==> config.mk <==
export PLATFORM = sky130hd
export DESIGN_NAME = lab2v1_pio_irq_sequencer
export DESIGN_NICKNAME = d
export VERILOG_FILES = /design/src/rtl/lab2v1_pio_irq_sequencer.sv
export SDC_FILE = /design/constraint.sdc
export NUM_CORES = 1
export LEC_CHECK = 0
export CAP_MARGIN = 20
export CELL_PAD_IN_SITES_DETAIL_PLACEMENT = 0
export CELL_PAD_IN_SITES_GLOBAL_PLACEMENT = 1
export CORE_MARGIN = 1
export CORE_UTILIZATION = 33
export CTS_CLUSTER_DIAMETER = 80
export CTS_CLUSTER_SIZE = 12
export DETAILED_ROUTE_END_ITERATION = 10
export HOLD_SLACK_MARGIN = 0.12
export PLACE_DENSITY_LB_ADDON = 0.1
export SLEW_MARGIN = 20
export SYNTH_ARGS = -nofsm -noshare
export SYNTH_HDL_FRONTEND = slang
export SYNTH_SLANG_ARGS = --single-unit
export TNS_END_PERCENT = 30
==> constraint.sdc <==
create_clock -name clk -period 1.5 [get_ports clk]
set_input_delay 0.3 -clock clk [delete_from_list [all_inputs] [get_ports clk]]
set_output_delay 0.3 -clock clk [all_outputs]
set_load 0.02 [all_outputs]
==> src/rtl/lab2v1_pio_irq_sequencer.sv <==
`timescale 1ns/1ps
`default_nettype none
// ============================================================================
// lab2v1_pio_irq_sequencer : Avalon-MM master servicing an edge-capture PIO
// Rev 1.0
// ============================================================================
module lab2v1_pio_irq_sequencer #(
  parameter int                DATA_W    = 10,
  parameter logic [DATA_W-1:0] MASK_INIT = {DATA_W{1'b1}},
  parameter int                CNT_W     = 16
) (
  input  logic              clk,
  input  logic              reset_n,
  output logic [1:0]        m_address,
  output logic              m_chipselect,
  output logic              m_write_n,
  output logic [31:0]       m_writedata,
  input  logic [31:0]       m_readdata,
  input  logic              pio_irq,
  input  logic              enable,
  input  logic [DATA_W-1:0] cfg_mask,
  input  logic              cfg_mask_load,
  output logic              evt_valid,
  input  logic              evt_ready,
  output logic [DATA_W-1:0] evt_edges,
  output logic [DATA_W-1:0] evt_data,
  output logic [CNT_W-1:0]  evt_count,
  output logic              busy
);

  localparam logic [1:0] ADDR_DATA = 2'd0;
  localparam logic [1:0] ADDR_MASK = 2'd2;
  localparam logic [1:0] ADDR_EDGE = 2'd3;

  typedef enum logic [2:0] {
    S_INIT_MASK = 3'd0,
    S_IDLE      = 3'd1,
    S_WR_MASK   = 3'd2,
    S_RD_CAP    = 3'd3,
    S_CLR_CAP   = 3'd4,
    S_RD_DATA   = 3'd5,
    S_LAT_DATA  = 3'd6,
    S_PRESENT   = 3'd7
  } state_t;

  state_t              state_q, state_d;
  logic                pend_q, pend_d;
  logic [DATA_W-1:0]   mask_q, mask_d;
  logic                cs_q, cs_d;
  logic                wn_q, wn_d;
  logic [1:0]          addr_q, addr_d;
  logic [31:0]         wd_q, wd_d;
  logic                valid_q, valid_d;
  logic [DATA_W-1:0]   edges_q, edges_d;
  logic [DATA_W-1:0]   data_q, data_d;
  logic [CNT_W-1:0]    count_q, count_d;
  logic [DATA_W-1:0]   rd_data;
  logic                readdata_unused;

  assign rd_data         = m_readdata[DATA_W-1:0];
  assign readdata_unused = &{1'b0, m_readdata};

  always_comb begin
    state_d = state_q;
    pend_d  = pend_q;
    mask_d  = mask_q;
    edges_d = edges_q;
    data_d  = data_q;
    count_d = count_q;

    if (cfg_mask_load) begin
      pend_d = 1'b1;
      mask_d = cfg_mask;
    end

    case (state_q)
      // Stays one idle cycle after reset, then holds while its write is on the bus.
      S_INIT_MASK: if (cs_q) state_d = S_IDLE;
      S_IDLE: begin
        if (pend_q)                  state_d = S_WR_MASK;
        else if (enable && pio_irq)  state_d = S_RD_CAP;
      end
      S_WR_MASK: begin
        if (!cfg_mask_load) pend_d = 1'b0;
        state_d = S_IDLE;
      end
      S_RD_CAP:  state_d = S_CLR_CAP;
      S_CLR_CAP: begin
        edges_d = rd_data;
        state_d = (rd_data == '0) ? S_IDLE : S_RD_DATA;
      end
      S_RD_DATA: state_d = S_LAT_DATA;
      S_LAT_DATA: begin
        data_d  = rd_data;
        state_d = S_PRESENT;
      end
      S_PRESENT: begin
        if (evt_ready) begin
          count_d = count_q + CNT_W'(1);
          state_d = S_IDLE;
        end
      end
      default: state_d = S_INIT_MASK;
    endcase
  end

  // Bus signals are registered from the next state so each bus cycle lines up with its state.
  always_comb begin
    cs_d   = 1'b0;
    wn_d   = 1'b1;
    addr_d = 2'd0;
    wd_d   = '0;
    case (state_d)
      S_INIT_MASK: begin
        cs_d = 1'b1; wn_d = 1'b0; addr_d = ADDR_MASK;
        wd_d[DATA_W-1:0] = MASK_INIT;
      end
      S_WR_MASK: begin
        cs_d = 1'b1; wn_d = 1'b0; addr_d = ADDR_MASK;
        wd_d[DATA_W-1:0] = mask_d;
      end
      S_RD_CAP:  begin cs_d = 1'b1; addr_d = ADDR_EDGE; end
      S_CLR_CAP: begin cs_d = 1'b1; wn_d = 1'b0; addr_d = ADDR_EDGE; end
      S_RD_DATA: begin cs_d = 1'b1; addr_d = ADDR_DATA; end
      default: ;
    endcase
    valid_d = (state_d == S_PRESENT);
  end

  always_ff @(posedge clk or negedge reset_n) begin
    if (!reset_n) begin
      state_q <= S_INIT_MASK;
      pend_q  <= 1'b0;
      mask_q  <= '0;
      cs_q    <= 1'b0;
      wn_q    <= 1'b1;
      addr_q  <= 2'd0;
      wd_q    <= '0;
      valid_q <= 1'b0;
      edges_q <= '0;
      data_q  <= '0;
      count_q <= '0;
    end else begin
      state_q <= state_d;
      pend_q  <= pend_d;
      mask_q  <= mask_d;
      cs_q    <= cs_d;
      wn_q    <= wn_d;
      addr_q  <= addr_d;
      wd_q    <= wd_d;
      valid_q <= valid_d;
      edges_q <= edges_d;
      data_q  <= data_d;
      count_q <= count_d;
    end
  end

  assign m_address    = addr_q;
  assign m_chipselect = cs_q;
  assign m_write_n    = wn_q;
  assign m_writedata  = wd_q;
  assign evt_valid    = valid_q;
  assign evt_edges    = edges_q;
  assign evt_data     = data_q;
  assign evt_count    = count_q;
  assign busy         = (state_q != S_IDLE);

endmodule
`default_nettype wire

==> Word-level counts from Yosys, hierarchy flattened <==
Cells that the tools add are included.
{ "word_totals": {"ff_bits": 65, "inputBits": 48, "out_inout_bits": 74, "elab_cells": 48} }
{ "classes": {"addsub": 1, "n_eq_ne": 13, "mux": 14, "n_reduce_logical": 9} }
{ "ops": {"columns": ["cell", "count"], "rows": [
  ["$pmux W3 S8", 1],
  ["$eq A3 B3 Y1 const B", 7],
  ["$pmux W10 S2", 1],
  ["$add A16 B1 Y16 const B", 1],
  ["$mux W3", 5],
  ["$eq A3 B2 Y1 const B", 4],
  ["$logic_not A10 Y1", 1],
  ["$mux W10", 1],
  ["$logic_not A3 Y1", 2],
  ["$mux W1", 5],
  ["$reduce_or A5 Y1", 1],
  ["$pmux W2 S2", 1],
  ["$reduce_or A2 Y1", 2],
  ["$eq A3 B1 Y1 const B", 1],
  ["$ne A3 B1 Y1 const B", 1],
  ["$reduce_or A3 Y1", 1],
  ["$reduce_and A2 Y1", 1],
  ["$logic_and A1 B1 Y1", 1]
]} }

==> Longest topological paths before layout <==
{ "depth": {"ltp_word": 7, "mapped_depth": 6, "ltp_nobuf": 5} }

==> Least setup slack after synthesis <==
OpenSTA, ideal clock, no wires.
{ "synth_timing": {"kind": "register -> register", "startpoint": "register count_q[4], in the netlist evt_count[4]", "endpoint": "register count_q[12], in the netlist evt_count[12]", "setup_time_ps": 129, "arrival_time_ps": 1277, "required_time_ps": 1371, "slack_ps": 94, "path_stages_with_launch": 6, "n_path_buf": 1, "synth_period_minus_slack_ps": 1406, "path_cell_list": "dfrtp_1 -> and4_1 -> and3_1 -> buf_2 -> nand4_1 -> xnor2_1"} }
{ "synth_via": {"elab_chain_len": 1} }
{ "synth_lines": {"columns": ["element", "line", "rtl"], "rows": [
  ["from (decl)", "56", "logic [CNT_W-1:0] count_q, count_d;"],
  ["from (signal assigned)", "154", "count_q <= count_d;"],
  ["$add A16 B1 Y16", "99", "count_d = count_q + CNT_W'(1);"]
]} }
No other way between the ends.
A chain may end at the register's enable or synchronous reset.

==> Worst setup path after layout <==
{ "layout_timing": {"startpoint": "register state_q[1]", "endpoint": "register wn_q, in the netlist m_write_n"} }
{ "layout_via": {"word_cells_on_any_way": 18, "cone_classes": "eq/ne: 9; mux: 6; reduce/logical: 3"} }
{ "layout_lines": {"columns": ["element", "line", "rtl"], "rows": [
  ["from (decl)", "46", "state_t state_q, state_d;"],
  ["from (signal assigned)", "144", "state_q <= state_d;"],
  ["$eq A3 B3 Y1 (tied with other cells)", "76", "case (state_q)"],
  ["$pmux W3 S8 *", "76", null],
  ["named net state_d[0]", "46", null],
  ["$eq A3 B2 Y1 (tied with other cells)", "113", "case (state_d)"],
  ["$reduce_or A3 Y1 (no line) *", null, null],
  ["$mux W1 *", "113", null],
  ["named net wn_d", "50", "logic wn_q, wn_d;"],
  ["to (signal assigned)", "148", "wn_q <= wn_d;"],
  ["to (decl)", "50", null]
]} }
Mark *: on every way through the listed nets, which the timed path passes. The rest lies on a longest branch.

==> metrics.yaml <==
outcome: "finished clean"
cts_buffers: 9
hpwl_um: 4130
hold_ws_ps: 342.1
portBuffers: 77
fp.dieW_um: 95.81
grt.overflow.total: 0
netlist_instances: 217
drtPass1Iterations: 4
via_per_inst: 4.533
antenna_found_initial: 0
yosysWarnings: 0
synth_top_area_cell: "dfrtp_1"
grt_max_degree: 66
finalCritPeriodShare_pct: 99.05
wl_um: 6164
finalHoldViolations: 0
grt_pass1_vias: 1925
gp_congestion: 0.7042
pwr_density_cell_nw_per_um2: 1793
setup_violations: 0
drc: 0
slew_violations: 0
dieHeight_um: 95.81
grt_pass1_wl_um: 9722
min_period_ps: 1486
synth_edf_count: 0
fmax_mhz: 673.1
ys_async_sr_fraction_pct: 100.0
nets: 380
core_um2: 8382
die_area_um2: 9180
maxCapViolations: 0
syn_area_um2: 2904
clockRootBuffer: "clkbuf_8"
rows: 33
synthFlopType: "dfrtp_1"
fin_util_pct: 49.56
vdd_ir_drop_max_mv: 0.9657
clockBufferDepth: 2
worstHoldPathType: "in2reg"
clock_latency_ps: 330
synth.top_cell.area_share_pct: 55.15
area_growth_pct: 43.04
critPathMaxFanout: 8
syn_avg_cell_area_um2: 13.38
start_util_pct: 34.65
crit_path_end_kind: "flip-flop"
leakagePower_uw: 0.002154
rsz0062_at_grt: "yes"
crit_required_ps: 1750
start_kind: "flip-flop"
clock_sinks: 65
crit_type: "reg2reg"
ant_nets: 0
diodes: 0
cts_tree: "done"
ys_ff_latch: 65
wl_per_cell_um: 13.98
synth.distinct_cells: 39
clock-skew-final_ps: 7.542
track_usage_pct: 14.38
io_pins: 122
yosysSeqAreaShare_pct: 56.05
htreeDepth: 3
vias: 1999
first_iter_violations: 59
clkTransAtPathRegs_ps: 70
drive_above_1_share_pct: 29.76
synth.area.top_cells: "dfrtp_1, mux2_2, buf_4"
cp.arrival_ps: 1740
report_power, final:
part	switching (uW)	total, uW	internal [uW]	leakage (uW)
Sequential	310	2620	2310	0.000807
Clock	638	1450	811	0.0000974
Combinational	1710	3380	1670	0.00125
Total	2660	7450	4790	0.00215
cell type report:
type | count | area, um^2
inverters | 4 | 15.01
flip-flops and latches | 65 | 1629
clock buffers | 13 | 148.9
fillers | 783 | 4228
repair buffers | 115 | 1059
multi-input cells | 136 | 1131
well taps | 105 | 131.4
clock inverters | 3 | 40.04
cells by family after synthesis:
| group | count (synthesis) | share of synthesized area (%) |
|---|---|---|
| xor+xnor | 15 | 4.524 |
| flops | 65 | 56.05 |
| mux | 30 | 12.93 |
| other cells | 1 | 0.1291 |
| compound gates | 19 | 6.463 |
| simple gates | 49 | 10.81 |
| fa+ha+maj | 1 | 0.4308 |
| buf+inv | 37 | 8.660 |
critical path, stage by stage (launching register included):
cell	delay, ps
dfrtp_1	410
buf_6	150
or4_4	510
and2_4	150
a31o_1	190
final timing paths:
path / startpoint / endpoint / slack, ps / cells past startpoint
worst max-delay path: state_q[1] / m_write_n / 10 / 4
worst min-delay path: m_readdata[9] / evt_data[9] / 340 / 2
worst max register to register: state_q[1] / m_write_n / 10 / 4
worst min register to register: evt_count[15] / evt_count[15] / 460 / 1
max in group asynchronous: reset_n / m_write_n / 650 / 3
min in group asynchronous: reset_n / m_writedata[2] / 520 / 3
synthesized netlist by cell type (5+ instances only):
| cell | number |
|---|---|
| xnor2_1 | 14 |
| nand2_1 | 12 |
| mux2_2 | 20 |
| mux2_4 | 10 |
| dfrtp_1 | 64 |
| nor2_1 | 6 |
| nand4_1 | 5 |
| nand3_1 | 8 |
| a41o_1 | 10 |
| buf_4 | 25 |
registers in the layout (all words and copies together), names as in the netlist, 2 cells and up:
name	cells
evt_count	16
state_q	3
evt_data	10
evt_edges	10
m_writedata	10
m_address	2
mask_q	10
what timing repair did:
action,in CTS,in global routing
pin swaps,0,6
hold buffers,1,0
endpoints found under the hold margin,64,0
setup endpoints to repair,58,34
gates cloned,0,0
setup buffers,0,6
resized for setup,54,15
layout by cell type (no fill, tap or decap), drive strengths merged, types with 8 or more instances in the layout:
cell	instances
clkdlybuf4s50	18
conb	22
a41o	10
buf	38
clkbuf	14
dlygate4sd2	50
nand3	8
mux2	30
dfrtp	64
xnor2	14
nand2	13
routing by layer:
| layer | global-route usage, % | share of wire, % | wire length (um) | up-vias |
|---|---|---|---|---|
| met5 | 0 | 0 | 0 | - |
| met4 | 7.090 | 1.2 | 71 | 0 |
| met3 | 4.344 | 6.1 | 378 | 6 |
| met2 | 22.20 | 48 | 2979 | 61 |
| met1 | 18.30 | 44 | 2734 | 988 |
| li1 | - | - | - | 944 |
stage by stage:
| stage | total power [uW] | area, um^2 | setup slack [ps] | setup TNS [ps] | std cells |
|---|---|---|---|---|---|
| after global placement | 6253 | 3926 | -388.6 | -6192 | 418 |
| after floorplan | 4692 | 2983 | 93.74 | 0 | 238 |
| after CTS | 7417 | 4063 | -100.7 | -126.8 | 435 |
| after detailed placement | 6267 | 3926 | -377.7 | -6458 | 418 |
| after global routing | 7910 | 4154 | -24.57 | -114.8 | 441 |
| final | 7449 | 4154 | 14.23 | 0 | 441 |
No activity file was read; power rests on OpenSTA's default activity.
